## src/rtl/clk_div_multi.sv

```systemverilog
// -----------------------------------------------------------------------------
// clk_div_multi
//
// Multi-channel clock divider and tick generator. Each of N_CH channels divides
// the system clock by 2*H, where H is a runtime-reloadable half-period (a value
// of 0 behaves as 1). The outputs are a 50 % duty divided clock and a
// one-cycle tick that coincides with each rising edge of that divided clock.
//
// New half-periods are written to a per-channel shadow register. The shadow is
// copied into the active register only at the next wrap, so the half-period
// already in progress always completes and the output never glitches.
//
// Parameters
//   N_CH      number of independent channels (1..8)
//   CNT_W     counter and half-period width in bits
//   DEF_HALF  packed reset half-periods, channel i at [i*CNT_W +: CNT_W]
//
// Ports
//   clk       system clock
//   rst_n     asynchronous active-low reset; discards pending shadows
//   en        per-channel run enable; a disabled channel freezes in place
//   sync_clr  synchronous restart of all channels (overrides en)
//   ld        one-cycle load strobe
//   ld_ch     target channel for ld; indices >= N_CH are ignored
//   ld_half   new half-period in clk cycles
//   clk_out   divided clocks, registered
//   tick      one-cycle pulse on each rising edge of clk_out, registered
// -----------------------------------------------------------------------------
module clk_div_multi #(
  parameter int unsigned              N_CH     = 3,
  parameter int unsigned              CNT_W    = 32,
  parameter logic [N_CH*CNT_W-1:0]    DEF_HALF = {32'd24_999_999, 32'd12_499_999, 32'd24_999}
) (
  input  logic             clk,
  input  logic             rst_n,
  input  logic [N_CH-1:0]  en,
  input  logic             sync_clr,
  input  logic             ld,
  input  logic [2:0]       ld_ch,
  input  logic [CNT_W-1:0] ld_half,
  output logic [N_CH-1:0]  clk_out,
  output logic [N_CH-1:0]  tick
);

  localparam logic [CNT_W-1:0] ONE = CNT_W'(1);

  // Complete state of one divider channel. Every field is a register, so both
  // outputs come straight from flops with no combinational input path.
  typedef struct packed {
    logic [CNT_W-1:0] cnt;
    logic [CNT_W-1:0] act_half;
    logic [CNT_W-1:0] shd_half;
    logic             shd_vld;
    logic             clk_out;
    logic             tick;
  } ch_state_t;

  for (genvar gi = 0; gi < N_CH; gi++) begin : g_ch

    ch_state_t        ch_q;
    ch_state_t        ch_d;
    logic [CNT_W-1:0] half_eff;
    logic             tc;
    logic             wrap;
    logic             ld_hit;

    // ld_ch is 3 bits wide and gi never exceeds N_CH-1, so an out-of-range
    // index simply matches no channel and the load is dropped.
    assign ld_hit = ld && (ld_ch == 3'(gi));

    // A programmed half-period of zero is treated as one.
    assign half_eff = (ch_q.act_half == '0) ? ONE : ch_q.act_half;

    // ">=" rather than "==" so a count left above the terminal value by a
    // shortened reload wraps on the next enabled cycle instead of running
    // all the way round the counter.
    assign tc   = (ch_q.cnt >= (half_eff - ONE));
    assign wrap = en[gi] && tc;

    // NOTE: every field of ch_d is given a value (ch_q) before any branch, so
    // no path through this block leaves a signal unassigned and no latch is
    // inferred.
    always_comb begin
      ch_d      = ch_q;
      ch_d.tick = 1'b0;

      if (sync_clr) begin
        // Restart: divided clock low, count from zero. A load arriving in the
        // same cycle is newer than any pending shadow, so it takes priority.
        ch_d.cnt     = '0;
        ch_d.clk_out = 1'b0;
        if (ld_hit) begin
          ch_d.act_half = ld_half;
          ch_d.shd_half = ld_half;
          ch_d.shd_vld  = 1'b0;
        end else if (ch_q.shd_vld) begin
          ch_d.act_half = ch_q.shd_half;
          ch_d.shd_vld  = 1'b0;
        end
      end else begin
        // Counting. A disabled channel keeps cnt and clk_out untouched.
        if (en[gi]) begin
          if (tc) begin
            ch_d.cnt     = '0;
            ch_d.clk_out = ~ch_q.clk_out;
            ch_d.tick    = ~ch_q.clk_out;  // only on the 0 -> 1 transition
          end else begin
            ch_d.cnt = ch_q.cnt + ONE;     // wraps modulo 2^CNT_W
          end
        end

        // Half-period update. At a wrap the new value can go straight into
        // the active register because the next half-period has not started.
        // Otherwise it waits in the shadow; a later load overwrites an
        // earlier one, so the last load before the wrap wins.
        if (ld_hit) begin
          ch_d.shd_half = ld_half;
          if (wrap) begin
            ch_d.act_half = ld_half;
            ch_d.shd_vld  = 1'b0;
          end else begin
            ch_d.shd_vld  = 1'b1;
          end
        end else if (wrap && ch_q.shd_vld) begin
          ch_d.act_half = ch_q.shd_half;
          ch_d.shd_vld  = 1'b0;
        end
      end
    end

    // NOTE: state registers are updated only with non-blocking assignments so
    // every channel samples the same pre-edge values regardless of evaluation
    // order.
    always_ff @(posedge clk or negedge rst_n) begin
      if (!rst_n) begin
        // All per-channel state is a handful of flops (no memory array), so
        // every field is reset; pending shadows are discarded.
        ch_q.cnt      <= '0;
        ch_q.act_half <= DEF_HALF[gi*CNT_W +: CNT_W];
        ch_q.shd_half <= DEF_HALF[gi*CNT_W +: CNT_W];
        ch_q.shd_vld  <= 1'b0;
        ch_q.clk_out  <= 1'b0;
        ch_q.tick     <= 1'b0;
      end else begin
        ch_q <= ch_d;
      end
    end

    assign clk_out[gi] = ch_q.clk_out;
    assign tick[gi]    = ch_q.tick;

  end : g_ch

endmodule : clk_div_multi

```

## config.mk

```make
export PLATFORM = sky130hd
export DESIGN_NAME = clk_div_multi
export DESIGN_NICKNAME = d
export VERILOG_FILES = /design/src/rtl/clk_div_multi.sv
export SDC_FILE = /design/constraint.sdc
export NUM_CORES = 1
export LEC_CHECK = 0
export CAP_MARGIN = 20
export CORE_UTILIZATION = 30
export DETAILED_ROUTE_END_ITERATION = 10
export SKIP_LAST_GASP = 1
export SLEW_MARGIN = 20
export SYNTH_ARGS = -nofsm -noshare
export SYNTH_HDL_FRONTEND = slang
export SYNTH_SLANG_ARGS = --single-unit
```

## constraint.sdc

```tcl
create_clock -name clk -period 5.15 [get_ports clk]
set_input_delay 1.545 -clock clk [delete_from_list [all_inputs] [get_ports clk]]
set_output_delay 1.545 -clock clk [all_outputs]
set_load 0.05 [all_outputs]
```

==> run_results.csv <==
group,metric,value,unit
finish,multi_input_area,0.00845,mm²
cts,htree_levels,2,
synthesis,syn-cell-area,0.0160,mm²
finish,antenna_cells,0,
route,drt-met1-wl,18000,µm
sta,rsz0062_at_grt,"true",
route,post_drt_wl_per_cell,16.9,µm
route,drt-vias-per-instance,4.88,
synthesis,synthCells,1427,
power_and_ir_drop,switching_share,31.2,%
setup_path,crit_fanout,19,
synthesis,avgSynthCellArea,11.2,µm²
power_and_ir_drop,intPower,5.85,mW
setup_path,crit_required,5.57,ns
min_path,hold_class,"flip-flop to flip-flop",
route,highest-signal-layer,"met4",
finish,drive_gt1_share,29.8,%
synthesis,synthFlopType,"dfrtp_1",
place,port-buffer-count,47,
cts,cts_tree,"built",
floorplan,core-area,0.0526,mm²
sta,post-route-min-period,5.08,ns
synthesis,ys_seq_elements,297,
synthesis,syn-num-nets,1571,
cts,clock_sinks,297,
finish,num-fill-cells,5106,
grt,grt_max_degree,98,
floorplan,die_h,233,µm
cts,clk_pin_slew,0.06,ns
sta,fmax,197,MHz
cts,clk_latency,0.54,ns
floorplan,floorplan.rows,84,
status,outcome,"completed",
finish,num-nets-final,1708,
setup_path,slowest_stage,"or4_4",
route,wl_met3,1510,µm
synthesis,yosysSeqAreaShare,47.2,%
cts,cts_root_buffer,"clkbuf_16",
synthesis,synthArstFlopShare,100,%
route,wirelength,38500,µm
setup_path,crit_top_cell,"or3_4",
route,drc,0,
cts,numCtsBuffers,36,
grt,track_usage,14.5,%
floorplan,die-area,0.0541,mm²
sta,fin_crit_sh,98.6,%
sta,max_slew_margin,39.1,%
floorplan,initial_utilization,30.4,%
setup_path,cp.arrival,5.49,ns
synthesis,yosysUniqueCellTypes,68,
power_and_ir_drop,ir_drop,0.000202,V
floorplan,io_pins,48,
sta,skew,0.0179,ns
setup_path,crit_chain,"or4_4 -> or3_4 -> or4_4 -> or3_4 -> nor2_4 -> nor2_2 -> ha_2 -> and2_4 -> nand4_1 -> buf_4 -> nor4_2 -> xnor2_1 -> ha_1 -> nand4_1 -> or3_4 -> nor3_4 -> nand2_2 -> o221ai_4 -> o21ai_4 -> buf_12 -> mux2_1",
synthesis,ys_warn_count,0,
power_and_ir_drop,p_seq_share,39.9,%
setup_path,endpoint_kind,"flip-flop",
route,vias,11114,
place,hpwl,28100,µm
grt,antenna_found_initial,1,
place,gp_congestion,0.811,
power_and_ir_drop,switchingPower,2.65,mW
route,first_pass_iters,4,
route,ant_nets,0,
synthesis,synth_area_leaders,"dfrtp_1 34%, dfstp_2 13%, mux2_2 12%",
finish,seqCellArea,0.00753,mm²
finish,areaGrowthSynthToFinish,22.0,%
sta,hold_viol_final,0,
grt,grt_remaining_overflow,0,
sta,setup_viol,0,
synthesis,synth-edff-count,0,
route,drtIter0Drc,615,
power_and_ir_drop,cellLeakagePower,8.15,nW
floorplan,fp.dieW,233,µm
setup_path,crit_path_max_incr_delay,0.53,ns
setup_path,criticalPathCategory,"flip-flop to flip-flop",
place,dpl_worst_slack,-0.0680,ns
power_and_ir_drop,combPwrFrac,29.4,%
sta,drv_slew,0,
setup_path,path_buf_inv,2,
power_and_ir_drop,power,8.51,mW
synthesis,synth_area_leader_cell,"dfrtp_1",
setup_path,crit_family,"simple AND/OR/NAND/NOR gates",
grt,grt_pass1_wl,62100,µm
sta,setup_ws,0.0723,ns
route,wl_met2,18300,µm
job,drv_cap,0,
synthesis,yosys.area.top_type_share,33.7,%
power_and_ir_drop,p_clk_share,30.7,%
sta,worst_pin_slew,0.913,ns
cts,hold_buffers,0,
power_and_ir_drop,power_density,437,mW/mm²
cts,cts_buffer_depth,3,
grt,grt_pass1_vias,11393,
setup_path,worst_setup_path_start_kind,"flip-flop",
## stage by stage
stage | area, µm² | setup TNS (ns) | utilization [%] | std cells | hold WS [ns]
after floorplan | 16000 | 0 | - | 1427 | 0.443
after global placement | 17900 | 0 | 34.1 | 2203 | 0.462
after detailed placement | 17900 | -1.54 | 34.1 | 2203 | 0.472
after CTS | 19200 | -0.00177 | 36.5 | 2268 | 0.490
after global routing | 19500 | -2.01 | 37.1 | 2278 | 0.500
final | 19500 | 0 | 37.1 | 2278 | 0.481
## cells by family (layout without fill, tap and decap cells)
| family | count (synthesis) | after routing | synth area share [%] |
|---|---|---|---|
| multiplexers | 193 | 193 | 13.6 |
| XOR/XNOR | 168 | 168 | 9.22 |
| AND/OR/NAND/NOR | 479 | 479 | 15.5 |
| adder cells (fa/ha/maj) | 102 | 102 | 7.99 |
| buffers and inverters | 67 | 230 | 1.72 |
| AO/OA/AOI/OAI | 121 | 121 | 4.77 |
| flip-flops | 297 | 297 | 47.2 |
## power groups by stage
stage / combinational [mW] / sequential [mW] / clock (mW)
2_1_floorplan: 1.53 / 3.37 / 0
3_3_place_gp: 2.37 / 3.40 / 0
3_5_place_dp: 2.42 / 3.43 / 0
4_1_cts: 2.45 / 3.39 / 2.68
5_1_grt: 2.78 / 3.47 / 2.77
6_report: 2.50 / 3.40 / 2.61
## worst paths after layout
| path | slack, ns | start | endpoint | cells past startpoint |
|---|---|---|---|---|
| min reg2reg | 0.48 | clk_out[2] | tick[2] | 1 |
| max in group asynchronous | 3.07 | rst_n | g_ch[1].ch_q[74] | 2 |
| max | 0.07 | g_ch[2].ch_q[54] | g_ch[2].ch_q[41] | 21 |
| min in group asynchronous | 1.02 | rst_n | g_ch[1].ch_q[69] | 1 |
| min | 0.48 | clk_out[2] | tick[2] | 1 |
| max reg2reg | 0.07 | g_ch[2].ch_q[54] | g_ch[2].ch_q[41] | 21 |
## state kept, by name, indices dropped and copies added, names as in the netlist
register   cells
clk_out        3
g_ch.ch_q    291
tick           3
## cell type report
type	instances	share of cell area, %
Multi-Input combinational cell	1063	43.4
Sequential cell	297	38.7
Timing Repair Buffer	146	6.90
Clock buffer	48	5.22
Tap cell	688	4.42
Clock inverter	16	1.02
Inverter	20	0.385
## synth_stat cells, drive strengths merged, types with 5 or more instances
library cell and number:
nand2b 8, a21oi 49, xor2 86, and4 9, and2 10, or3 13
nor4 27, and3 22, nor2b 7, ha 102, nand4 40, buf 8
xnor2 82, dfstp 82, inv 20, or4 15, nand3 40, nor3 34
o21a 5, o21ai 29, nand2 83, nor2 150, clkbuf 39, dfrtp 215
mux2 192, a211oi 5
## what timing repair did
action,in CTS,in global routing
setup buffers,1,7
pin swaps,1,18
cloned,0,4
resized for setup,1,46
endpoints found under the setup margin,33,129
## placed cells by master (no fill, tap or decap), types with 20 or more instances in the layout
cell	netlist	routed
dfrtp_1	215	215
mux2_2	175	173
nor2_1	148	144
ha_1	102	100
buf_4	6	87
xor2_1	86	85
xnor2_1	82	82
dfstp_2	82	82
nand2_1	83	79
a21oi_1	49	47
clkdlybuf4s50_1	0	46
nand4_1	39	39
clkbuf_16	0	39
nand3_1	39	38
nor3_1	32	31
nor4_1	26	23
o21ai_0	26	23
and3_1	22	22
inv_1	20	20
## metal layers
metal	vias to the layer above	GRT usage, %
li1	5365	-
met1	5555	19.3
met2	148	24.0
met3	46	2.86
met4	0	3.74
met5	-	0
(Power assumes the default switching activity.)
